<file path="config.mk">
export PLATFORM = sky130hd
export DESIGN_NAME = pipe_dist_ram
export DESIGN_NICKNAME = d
export VERILOG_FILES = /design/src/rtl/pipe_dist_ram.sv
export SDC_FILE = /design/constraint.sdc
export NUM_CORES = 2
export LEC_CHECK = 0
export CELL_PAD_IN_SITES_DETAIL_PLACEMENT = 1
export CELL_PAD_IN_SITES_GLOBAL_PLACEMENT = 1
export CORE_ASPECT_RATIO = 1.4
export CORE_MARGIN = 3
export CORE_UTILIZATION = 29
export DETAILED_ROUTE_END_ITERATION = 6
export PLACE_DENSITY_LB_ADDON = 0.25
export SYNTH_ARGS = -nofsm -noshare
export SYNTH_HDL_FRONTEND = slang
export SYNTH_SLANG_ARGS = --single-unit
</file>
<file path="constraint.sdc">
create_clock -name clk -period 3.1 [get_ports clk]
set_clock_uncertainty 0.2 [all_clocks]
set_input_delay 0.775 -clock clk [delete_from_list [all_inputs] [get_ports clk]]
set_output_delay 0.775 -clock clk [all_outputs]
set_load 0.01 [all_outputs]
</file>
<file path="src/rtl/pipe_dist_ram.sv">
// Single-port distributed RAM with a PIPE_STAGES-deep read pipeline, a clock enable and per-read valid tracking.
// Optional per-word even parity with error injection is enabled by defining PIPE_DIST_RAM_PARITY_EN.
module pipe_dist_ram #(
   parameter int DATA_W      = 4,
   parameter int ADDR_W      = 9,
   parameter int PIPE_STAGES = 2,
   parameter int RW_MODE     = 0
) (
   input  logic              clk,
   input  logic              rst_n,
   input  logic              ce,
   input  logic              we,
   input  logic              re,
   input  logic [ADDR_W-1:0] addr,
   input  logic [DATA_W-1:0] di,
`ifdef PIPE_DIST_RAM_PARITY_EN
   input  logic              par_inj,
`endif
   output logic [DATA_W-1:0] dout,
   output logic              rd_valid
`ifdef PIPE_DIST_RAM_PARITY_EN
   ,
   output logic              par_err
`endif
);

   localparam int DEPTH = 1 << ADDR_W;
`ifdef PIPE_DIST_RAM_PARITY_EN
   localparam int PAR_W = 1;
`else
   localparam int PAR_W = 0;
`endif
   localparam int WORD_W = DATA_W + PAR_W;

   logic [WORD_W-1:0] mem [DEPTH];
   logic [WORD_W-1:0] wr_word;
   logic [WORD_W-1:0] rd_word;
   logic              issue;
   logic [WORD_W-1:0] data_p [PIPE_STAGES];
   logic [PIPE_STAGES-1:0] vld_p;

`ifdef PIPE_DIST_RAM_PARITY_EN
   function automatic logic even_par(input logic [DATA_W-1:0] d);
      return ^d;
   endfunction

   assign wr_word = {even_par(di) ^ par_inj, di};
`else
   assign wr_word = di;
`endif

   assign rd_word = mem[addr];
   // In write-blocks-read mode a colliding write turns the read slot into a bubble.
   assign issue   = re && ((RW_MODE != 0) || !we);

   // Array: not reset; writes are suppressed while reset is asserted or stalled.
   always_ff @(posedge clk) begin
      if (rst_n && ce && we) begin
         mem[addr] <= wr_word;
      end
   end

   // Read pipeline stages 1..PIPE_STAGES
   always_ff @(posedge clk) begin
      if (!rst_n) begin
         vld_p <= '0;
         for (int k = 0; k < PIPE_STAGES; k++) begin
            data_p[k] <= '0;
         end
      end else if (ce) begin
         data_p[0] <= rd_word;
         vld_p[0]  <= issue;
         for (int k = 1; k < PIPE_STAGES; k++) begin
            data_p[k] <= data_p[k-1];
            vld_p[k]  <= vld_p[k-1];
         end
      end
   end

   assign dout     = data_p[PIPE_STAGES-1][DATA_W-1:0];
   assign rd_valid = vld_p[PIPE_STAGES-1];

`ifdef PIPE_DIST_RAM_PARITY_EN
   logic [WORD_W-1:0] last_in;
   logic              last_vld;

   generate
      if (PIPE_STAGES == 1) begin : g_par_one
         assign last_in  = rd_word;
         assign last_vld = issue;
      end else begin : g_par_many
         assign last_in  = data_p[PIPE_STAGES-2];
         assign last_vld = vld_p[PIPE_STAGES-2];
      end
   endgenerate

   // Parity check on the word entering the last stage so the flag lands with dout.
   always_ff @(posedge clk) begin
      if (!rst_n) begin
         par_err <= 1'b0;
      end else if (ce) begin
         par_err <= last_vld && (^last_in);
      end
   end
`endif

endmodule

</file>
==> results.txt <==
PD cells -> 574.1 mW/mm^2
Final wirelength -> 255500 um
Fin worst setup slack -> -0.02559 ns
Post-synthesis to final-layout area growth -> 25.92%
Logic pwr share -> 0.057
Post-layout minimum cycle time -> 3.126 ns
Slowest cell on crit path -> or4b_2
Worst Tran Pin Value -> 0.9833 ns
HP Class -> in -> reg
Worst r2r dst -> data_p[0][3]$_SDFFCE_PN0P_
Post-route ant nets -> 0
Clk root buf -> clkbuf_16
Inserted Clock Buffers -> 203
Via-per-instance ratio -> 4.828
Post-Syn Instances -> 4121
Post-synth net total -> 4139
Sw power -> 0.01280 W
Number of top-level pins -> 23
Crit path capture type -> flop
Row Count -> 229
TritonCTS clock tree -> done
Post-synth EDFFs -> 2056
Top FF cell, synth -> edfxtp_1
H-tree Lvls -> 4
CP peak stage delay -> 0.67 ns
Placed cells -> 8702
Number of global-route vias before repair -> 48770
Die X -> 453.7 um
Crit Path Category -> in -> reg
Worst r2r path cells -> 8
Crit Path Max Fanout -> 7
Critical Path RT -> 3.62 ns
RR Startpoint -> mem[266][3]$_DFFE_PP_
Clock group share of total power -> 0.423
CP most frequent cell -> buf_4
Fin crit share -> 1.008
Total number of vias -> 43880
Gr ovfl total -> 0
Final hold viol count -> 0
Internal Power -> 0.04602 W
Arrival time at the worst endpoint -> 3.65 ns
Max_cap viols -> 0
Post-Layout Cell Count -> 9088
Port Buffers -> 22
Die Area -> 0.2871 sq mm
Clk pin slew, worst setup/hold paths -> 0.07 ns
Internal reg-to-reg setup slack -> 0.20 ns
Outcome -> finished with violations
DIE HEIGHT -> 632.8 um
Met3 Use GR -> 0.02185
Synth warn -> 0
Largest net degree at the start of global routing -> 111
Final slew viol count -> 0
Hold Path End -> mem[125][2]$_DFFE_PP_
Insertion delay of the later-clocked pin in the worst-skew pair -> 0.90 ns
P_leak -> 34.01 nW
Seq cells post-synth -> 2058
Total GRT Usage -> 0.1761
Core area -> 0.2785 sq mm
Failing checks -> negative setup slack
Peak VDD IR -> 408.2 uV
Switching Share -> 0.2176
Netlist cell types -> 67
Busiest layer in global routing -> met2
Sequential fraction of the synthesis area -> 0.7592
Sequential share of power -> 0.521
Asr flop ratio synth -> 0
GR Layer Usage met2 -> 0.3293
Wirelength per Cell -> 28.12 um
Rel. slew slack -> 0.3361
Final setup viols -> 1
DRT iter0 DRCs -> 3297
HP Start -> di[2]
Final core occ -> 0.3679
Post-cts hold buffer count -> 0
Sum Neg Setup Slack -> -0.02559 ns
Layout cells sized above 1 -> 0.3808
Post-DP HPWL -> 174100 um
Grt met1 use -> 0.2059
Worst-case clock buffer depth -> 4
Pre-antenna DRT Iters -> 5
Critical path cell sequence -> clkdlybuf4s50_1, buf_4, or4b_2, buf_4, a211o_1, nor3_1, nor4_2, nand4_1, nor3_2, a31oi_1
Hold_ws -> 0.1163 ns
GP Congestion -> 0.8324
NumNets Final -> 5238
Hold depth -> 1
Fmax achieved -> 319.9 MHz
Synthesized area -> 0.08137 sq mm
Antenna violations before repair -> 11
Starting Density -> 0.2922
First-pass GRT wire length -> 364300 um
Startpoint types -> input port
Residual DRC count -> 0
Syn_area_per_cell -> 19.75 sq um
CTS sink count -> 2058
-- worst max-delay path, delay by kind of cell --
family	cells	cell delay (ns)
AO/OA/AOI/OAI	2	0.43
AND/OR/NAND/NOR	5	1.45
buffers and inverters	3	0.96
-- state kept, by name, indices dropped and copies added, names as in the netlist --
| register | count |
|---|---|
| mem | 2048 |
| data_p | 8 |
| vld_p | 2 |
-- synthesized netlist by cell type (all sizes together) (31+ instances only) --
| master | n | area [sq um] |
|---|---|---|
| nor2 | 542 | 2034 |
| mux2 | 37 | 416.7 |
| nand2 | 114 | 430.4 |
| mux2i | 129 | 1291 |
| clkbuf | 145 | 544.3 |
| nand3 | 31 | 155.2 |
| nand4 | 37 | 231.5 |
| a21oi | 37 | 185.2 |
| mux4 | 484 | 10900 |
| o21ai | 47 | 235.2 |
| o22ai | 54 | 337.8 |
| edfxtp | 2056 | 61740 |
| buf | 147 | 917.1 |
-- area by class of cell --
cell class                 instances  area [sq um]
multi-input combinational       1767         18450
timing repair buffer            1186         11040
tap                             3696          4624
antenna                            6         15.01
sequential                      2058         61780
clock buffer                     241          5329
fill                           27570        176000
clock inverter                   130          1215
inverter                           4         18.77
-- per-layer routing --
metal  up-vias  part of all wire  routed length (um)
met2       900              0.54              138200
met1     23610              0.38               97780
li1      18990                 -                   -
met4         2             0.039               10050
met3       376             0.037                9476
met5         -          0.000043                  11
-- power groups by stage --
stage | registers (W) | logic, W | clock network, W
finish | 0.0306 | 0.00333 | 0.0249
global route | 0.0306 | 0.00353 | 0.0265
CTS | 0.0306 | 0.00337 | 0.0255
detailed placement | 0.0312 | 0.00332 | 0
global placement | 0.0312 | 0.00328 | 0
floorplan | 0.0312 | 0.00140 | 0
-- per-stage QoR --
| stage | setup WS [ns] | power, W | cell area, sq um |
|---|---|---|---|
| 6_report | -0.02559 | 0.05883 | 102500 |
| 5_1_grt | -0.03947 | 0.06062 | 102500 |
| 4_1_cts | 0.001617 | 0.05946 | 102200 |
| 3_5_place_dp | -1.756 | 0.03454 | 95430 |
| 3_3_place_gp | -1.789 | 0.03450 | 95430 |
| 2_1_floorplan | -0.01695 | 0.03262 | 81390 |
-- how the worst max path moves through the flow --
stage	end	cells past startpoint	slack [ns]	startpoint
floorplan	data_p[0][2]$_SDFFCE_PN0P_	8	-0.02	addr[0]
global placement	data_p[0][3]$_SDFFCE_PN0P_	11	-1.79	addr[7]
detailed placement	data_p[0][3]$_SDFFCE_PN0P_	11	-1.76	addr[7]
CTS	data_p[0][3]$_SDFFCE_PN0P_	9	0.002	addr[1]
global route	data_p[0][2]$_SDFFCE_PN0P_	9	-0.04	addr[4]
finish	data_p[0][3]$_SDFFCE_PN0P_	10	-0.03	addr[6]
-- logic make-up after synthesis --
| logic type | after synthesis | synth area share |
|---|---|---|
| mux | 650 | 0.1549 |
| buf+inv | 296 | 0.01814 |
| flops | 2058 | 0.7592 |
| simple gates | 844 | 0.04484 |
| compound gates | 273 | 0.02288 |
-- placed cells by master, fill, tap and decap left out, types with 8 or more instances in the layout --
master | netlist | routed
edfxtp_1 | 2056 | 2056
buf_4 | 25 | 1005
nor2_1 | 542 | 541
mux4_2 | 484 | 484
clkbuf_16 | 0 | 212
buf_12 | 0 | 141
mux2i_1 | 129 | 129
nand2_1 | 113 | 95
o22ai_1 | 54 | 53
clkinv_1 | 0 | 46
clkinv_2 | 0 | 41
o21ai_0 | 46 | 38
a21oi_1 | 37 | 37
nand4_1 | 37 | 37
mux2_2 | 37 | 37
clkbuf_1 | 145 | 33
nand3_1 | 31 | 31
a221oi_1 | 24 | 22
bufinv_16 | 0 | 21
a22oi_1 | 20 | 19
nor2b_1 | 21 | 18
a211oi_1 | 17 | 16
nor3_1 | 17 | 15
nand2_4 | 0 | 15
and3_1 | 15 | 15
clkinvlp_4 | 0 | 15
clkdlybuf4s50_1 | 0 | 12
and2_1 | 10 | 10
a31oi_1 | 10 | 8
buf_6 | 22 | 8
-- what timing repair did --
action	CTS	global route
buffers inserted	2	1
endpoints found under the setup margin	4	4
gates cloned	2	4
pin swaps	5	4
resized for setup	37	26
Power figures use the tool's default switching activity.
